$ cat src/rtl/spi_pkg.sv
// Shared SPI definitions: controller state encoding, frame width and chip-select helper.
package spi_pkg;

  localparam int SPI_BITS = 8;

  typedef enum logic [2:0] {
    IDLE  = 3'd0,
    SETUP = 3'd1,
    HIGH  = 3'd2,
    LOW   = 3'd3,
    HOLD  = 3'd4
  } spi_state_e;

  // Active-low chip-select level for line idx when slave sel is addressed.
  function automatic logic cs_level(input logic [2:0] sel, input int idx);
    return !(int'(sel) == idx);
  endfunction

endpackage

$ cat src/rtl/spi_clk_divider.sv
// Phase counter for SCLK timing: phase_end pulses on the last clk cycle of every
// CLK_DIV-cycle phase; clear restarts the phase so a new transfer begins aligned.
module spi_clk_divider
  import spi_pkg::*;
#(
  parameter int CLK_DIV = 2
) (
  input  logic clk,
  input  logic reset,
  input  logic clear,
  output logic phase_end
);

  localparam int CW = (CLK_DIV > 1) ? $clog2(CLK_DIV) : 1;
  localparam logic [CW-1:0] LAST = CW'(CLK_DIV - 1);

  logic [CW-1:0] cnt_q;
  logic [CW-1:0] cnt_d;

  assign phase_end = (cnt_q == LAST);

  always_comb begin
    cnt_d = cnt_q + CW'(1);
    if (clear || phase_end) begin
      cnt_d = '0;
    end
  end

  always_ff @(posedge clk) begin
    if (reset) begin
      cnt_q <= '0;
    end else begin
      cnt_q <= cnt_d;
    end
  end

endmodule

$ cat src/rtl/spi_master_ctrl.sv
// SPI master: one 8-bit LSB-first full-duplex transfer per accepted start, SCLK
// idles low, MOSI changes with SCLK rise, MISO sampled on the last cycle of SCLK high.
module spi_master_ctrl
  import spi_pkg::*;
#(
  parameter int NUM_SLAVES = 3,
  parameter int CLK_DIV    = 2
) (
  input  logic                  clk,
  input  logic                  reset,
  input  logic                  start,
  input  logic [2:0]            slaveSelect,
  input  logic [SPI_BITS-1:0]   masterDataToSend,
  output logic [SPI_BITS-1:0]   masterDataReceived,
  output logic                  busy,
  output logic                  done,
  output logic                  SCLK,
  output logic [NUM_SLAVES-1:0] CS,
  output logic                  MOSI,
  input  logic                  MISO,
  output spi_state_e            dbg_state
);

  spi_state_e            state_q, state_d;
  logic [NUM_SLAVES-1:0] cs_q, cs_d;
  logic                  sclk_q, sclk_d;
  logic                  mosi_q, mosi_d;
  logic                  busy_q, busy_d;
  logic                  done_q, done_d;
  logic [SPI_BITS-1:0]   tx_q, tx_d;
  logic [SPI_BITS-1:0]   rx_q, rx_d;
  logic [SPI_BITS-1:0]   rx_out_q, rx_out_d;
  logic [3:0]            bit_cnt_q, bit_cnt_d;
  logic                  div_clear;
  logic                  phase_end;

  spi_clk_divider #(
    .CLK_DIV (CLK_DIV)
  ) u_div (
    .clk       (clk),
    .reset     (reset),
    .clear     (div_clear),
    .phase_end (phase_end)
  );

  always_comb begin
    state_d   = state_q;
    cs_d      = cs_q;
    sclk_d    = sclk_q;
    mosi_d    = mosi_q;
    busy_d    = busy_q;
    done_d    = 1'b0;
    tx_d      = tx_q;
    rx_d      = rx_q;
    rx_out_d  = rx_out_q;
    bit_cnt_d = bit_cnt_q;
    div_clear = 1'b0;

    case (state_q)
      IDLE: begin
        // Out-of-range selects are dropped silently so no bus activity occurs.
        if (start && (int'(slaveSelect) < NUM_SLAVES)) begin
          for (int i = 0; i < NUM_SLAVES; i++) begin
            cs_d[i] = cs_level(slaveSelect, i);
          end
          tx_d      = masterDataToSend;
          mosi_d    = masterDataToSend[0];
          busy_d    = 1'b1;
          bit_cnt_d = '0;
          div_clear = 1'b1;
          state_d   = SETUP;
        end
      end
      SETUP: begin
        if (phase_end) begin
          sclk_d  = 1'b1;
          mosi_d  = tx_q[bit_cnt_q[2:0]];
          state_d = HIGH;
        end
      end
      HIGH: begin
        if (phase_end) begin
          rx_d    = {MISO, rx_q[SPI_BITS-1:1]};
          sclk_d  = 1'b0;
          state_d = LOW;
        end
      end
      LOW: begin
        if (phase_end) begin
          bit_cnt_d = bit_cnt_q + 4'd1;
          if (bit_cnt_q == 4'(SPI_BITS - 1)) begin
            state_d = HOLD;
          end else begin
            sclk_d  = 1'b1;
            mosi_d  = tx_q[bit_cnt_q[2:0] + 3'd1];
            state_d = HIGH;
          end
        end
      end
      HOLD: begin
        if (phase_end) begin
          cs_d     = '1;
          mosi_d   = 1'b0;
          rx_out_d = rx_q;
          done_d   = 1'b1;
          busy_d   = 1'b0;
          state_d  = IDLE;
        end
      end
      default: begin
        cs_d    = '1;
        sclk_d  = 1'b0;
        mosi_d  = 1'b0;
        busy_d  = 1'b0;
        state_d = IDLE;
      end
    endcase
  end

  always_ff @(posedge clk) begin
    if (reset) begin
      state_q   <= IDLE;
      cs_q      <= '1;
      sclk_q    <= 1'b0;
      mosi_q    <= 1'b0;
      busy_q    <= 1'b0;
      done_q    <= 1'b0;
      tx_q      <= '0;
      rx_q      <= '0;
      rx_out_q  <= '0;
      bit_cnt_q <= '0;
    end else begin
      state_q   <= state_d;
      cs_q      <= cs_d;
      sclk_q    <= sclk_d;
      mosi_q    <= mosi_d;
      busy_q    <= busy_d;
      done_q    <= done_d;
      tx_q      <= tx_d;
      rx_q      <= rx_d;
      rx_out_q  <= rx_out_d;
      bit_cnt_q <= bit_cnt_d;
    end
  end

  assign masterDataReceived = rx_out_q;
  assign busy               = busy_q;
  assign done               = done_q;
  assign SCLK               = sclk_q;
  assign CS                 = cs_q;
  assign MOSI               = mosi_q;
  assign dbg_state          = state_q;

endmodule
$ cat config.mk
export PLATFORM = sky130hd
export DESIGN_NAME = spi_master_ctrl
export DESIGN_NICKNAME = d
export VERILOG_FILES = /design/src/rtl/spi_pkg.sv /design/src/rtl/spi_clk_divider.sv /design/src/rtl/spi_master_ctrl.sv
export SDC_FILE = /design/constraint.sdc
export NUM_CORES = 1
export LEC_CHECK = 0
export CORE_ASPECT_RATIO = 2
export CORE_MARGIN = 1
export CORE_UTILIZATION = 52
export CTS_BUF_LIST = sky130_fd_sc_hd__clkbuf_16
export CTS_CLUSTER_DIAMETER = 120
export DETAILED_ROUTE_END_ITERATION = 10
export GPL_TIMING_DRIVEN = 0
export PLACE_DENSITY = 0.79
export SLEW_MARGIN = 10
export SYNTH_ARGS = -nofsm -noshare
export SYNTH_HDL_FRONTEND = slang
export SYNTH_SLANG_ARGS = --single-unit
$ cat constraint.sdc
create_clock -name clk -period 2.2 [get_ports clk]
set_clock_uncertainty 0.1 [all_clocks]
set_input_delay 0.33 -clock clk [delete_from_list [all_inputs] [get_ports clk]]
set_output_delay 0.33 -clock clk [all_outputs]
set_load 0.02 [all_outputs]
==> impl_metrics.tcl <==
set metrics [dict create \
    outcome "finished clean" \
    switching_power_mw 0.443 \
    cts_tree "yes" \
    fin_area_um2 2340 \
    drcViolationCount 0 \
    dp_hpwl_um 3280 \
    syn-mean-instance-area_um2 8.78 \
    min_path_cells 2 \
    grt_max_degree 14 \
    fmax_mhz 504 \
    ant_nets 0 \
    cts_sinks 39 \
    drive_above_1_share_pct 11.2 \
    synthToLayoutAreaGrowth_pct 26.9 \
    cp_cell_sequence "ha_1, mux4_2, mux2i_1, o21ai_1, o21ai_1, a31oi_1" \
    critPathMaxFanout 6 \
    syn_nets 226 \
    vias 1632 \
    path_buf_inv 0 \
    grt_pass1_wl_um 7540 \
    grt_pass1_vias 1613 \
    comb_power_share_pct 14.0 \
    antenna_cells 0 \
    port_buffers 31 \
    crit_required_ns 2.25 \
    ys_types 49 \
    cap_violations 0 \
    cts_resized 0 \
    async_reset_ff_share_pct 0 \
    finalCritPeriodShare_pct 90.1 \
    final-setup-viol-count 0 \
    ys_ff_latch 39 \
    cp_top_family "multiplexers" \
    slowest_delay_ns 0.53 \
    antenna_found_initial 0 \
    synth_warnings 0 \
    yosysSeqAreaShare_pct 42.3 \
    start_util_pct 54.6 \
    hold_viol_final 0 \
    synth_area_um2 1840 \
    rrSetupSlack_ns 0.22 \
    pwr-share-seq_pct 44.3 \
    r2r-end "MOSI" \
    rows 30 \
    relSlewSlack_pct 63.1 \
    wl_per_cell_um 15.5 \
    drtIter0Drc 42 \
    cp.arrival_ns 2.03 \
    drt_wl_total_um 4350 \
    fp.dieW_um 44.1 \
    tightestPinTransition_ns 0.553 \
    hold_buffers 0 \
    drt_pass1_iterations 6 \
    p_leak_nw 0.849 \
    rsz0062_at_grt "no" \
    endpoint_kind "register" \
    finalSetupTns_ns 0 \
    cts_buffer_depth 2 \
    die-area_um2 3800 \
    fill_cells 276 \
    place_congestion 0.938 \
    nNetsFinal 264 \
    period_needed_ns 1.98 \
    reg2reg_depth 6 \
    path_clk_slew_ns 0.06 \
    synth-edff-count 0 \
    pwr-share-clk_pct 41.7 \
    grt-ovfl-total 0 \
    ctsRootBufferMaster "clkbuf_16" \
    fp.coreArea_um2 3380 \
    hold_ws_ns 0.335 \
    ios 33 \
    powerDensity_nw_per_um2 726 \
    hp-class "input pin to register" \
    clk_latency_ns 0.28 \
    internal_power_mw 1.26 \
    cp_common_cell "o21ai_1" \
    synthFlopType "dfxtp_1" \
    syn_inst 210 \
    critPathKind "register to register" \
    die_height_um 86.2 \
    hold_start "reset" \
    hold_end "rx_q[6]" \
    critPathLaunchType "register" \
    h-tree-depth 2 \
    peakVddDrop_uv 617 \
    r2r-start "bit_cnt_q[1]" \
    postPlaceCellArea_um2 2190 \
    via_per_inst 5.81 \
    cts_setup_buffers 0 \
    slowest_stage "mux4_2" \
    netSwitchingFraction_pct 26.1 \
    numCtsBuffers 5 \
    layout_common_cells "39 x dfxtp_1, 39 x nand2_1, 31 x clkdlybuf4s50_1" \
    maxSlewViolCount 0 \
    grt_usage_pct 26.7 \
]
==> power groups by stage <==
stage               sequential (mW)  clock (mW)  combinational, mW
detailed placement            0.768           0              0.236
finish                        0.753       0.708              0.238
global placement              0.766           0              0.235
floorplan                     0.775           0              0.144
global route                  0.755       0.752              0.262
CTS                           0.752       0.718              0.238
==> sequential cells by signal (all words and copies together), names as in the netlist <==
register	cells
MOSI	1
u_div.phase_end	1
rx_q	8
SCLK	1
dbg_state	3
tx_q	8
busy	1
done	1
bit_cnt_q	4
masterDataReceived	8
CS	3
==> area by class of cell <==
type | count | area, um^2 | area share (%)
Buffer | 13 | 75.1 | 3.21
Clock buffer | 5 | 125 | 5.35
Clock inverter | 3 | 20.0 | 0.856
Inverter | 3 | 11.3 | 0.481
Multi-Input combinational cell | 155 | 977 | 41.8
Sequential cell | 39 | 781 | 33.4
Tap cell | 32 | 40.0 | 1.71
Timing Repair Buffer | 31 | 310 | 13.3
==> worst reg2reg max path: stages (launching register included) <==
cell and delay, ns:
dfxtp_1 0.37, ha_1 0.39, mux4_2 0.53, mux2i_1 0.14, o21ai_1 0.08, o21ai_1 0.15
a31oi_1 0.09
==> kinds of logic (layout without fill, tap and decap cells) <==
family	count (synthesis)	after routing	share of synthesized area (%)
buf+inv	16	55	4.68
simple gates	92	92	25.7
compound gates	46	46	15.4
flops	39	39	42.3
mux	13	13	9.77
fa+ha+maj	1	1	0.678
xor+xnor	3	3	1.42
==> metal layers <==
layer,vias up,track usage (%),routed length [um]
li1,811,-,-
met1,761,29.7,1600
met2,45,45.3,2440
met3,15,4.58,127
met4,0,16.0,174
met5,-,0,0
==> synthesized netlist by cell type (all sizes together) (4+ instances only) <==
library cell	count	area share (%)
a21oi	21	5.7
buf	8	3.1
clkbuf	5	1.0
dfxtp	39	42
mux2i	9	4.9
mux4	4	4.9
nand2	40	8.5
nand3b	4	1.6
nor2	23	4.8
nor2b	4	1.4
nor3	5	2.5
o21ai	7	2.1
==> worst max-delay path by stage <==
stage                     cells past startpoint      endpoint    startpoint
final                                         6          MOSI  bit_cnt_q[1]
after global routing                          6          MOSI  bit_cnt_q[1]
after CTS                                     6          MOSI  bit_cnt_q[1]
after detailed placement                      6  bit_cnt_q[2]         start
after global placement                        6  bit_cnt_q[2]         start
after floorplan                               6          MOSI  bit_cnt_q[1]
==> per-stage QoR <==
stage	cells	util (%)	power, mW	setup slack [ns]
6_report	281	69.3	1.70	0.217
5_1_grt	281	69.3	1.77	0.121
4_1_cts	281	69.3	1.71	0.220
3_5_place_dp	273	65.0	1.00	0.193
3_3_place_gp	273	65.0	1.00	0.191
2_1_floorplan	210	-	0.919	0.400
Power figures use the tool's default switching activity.
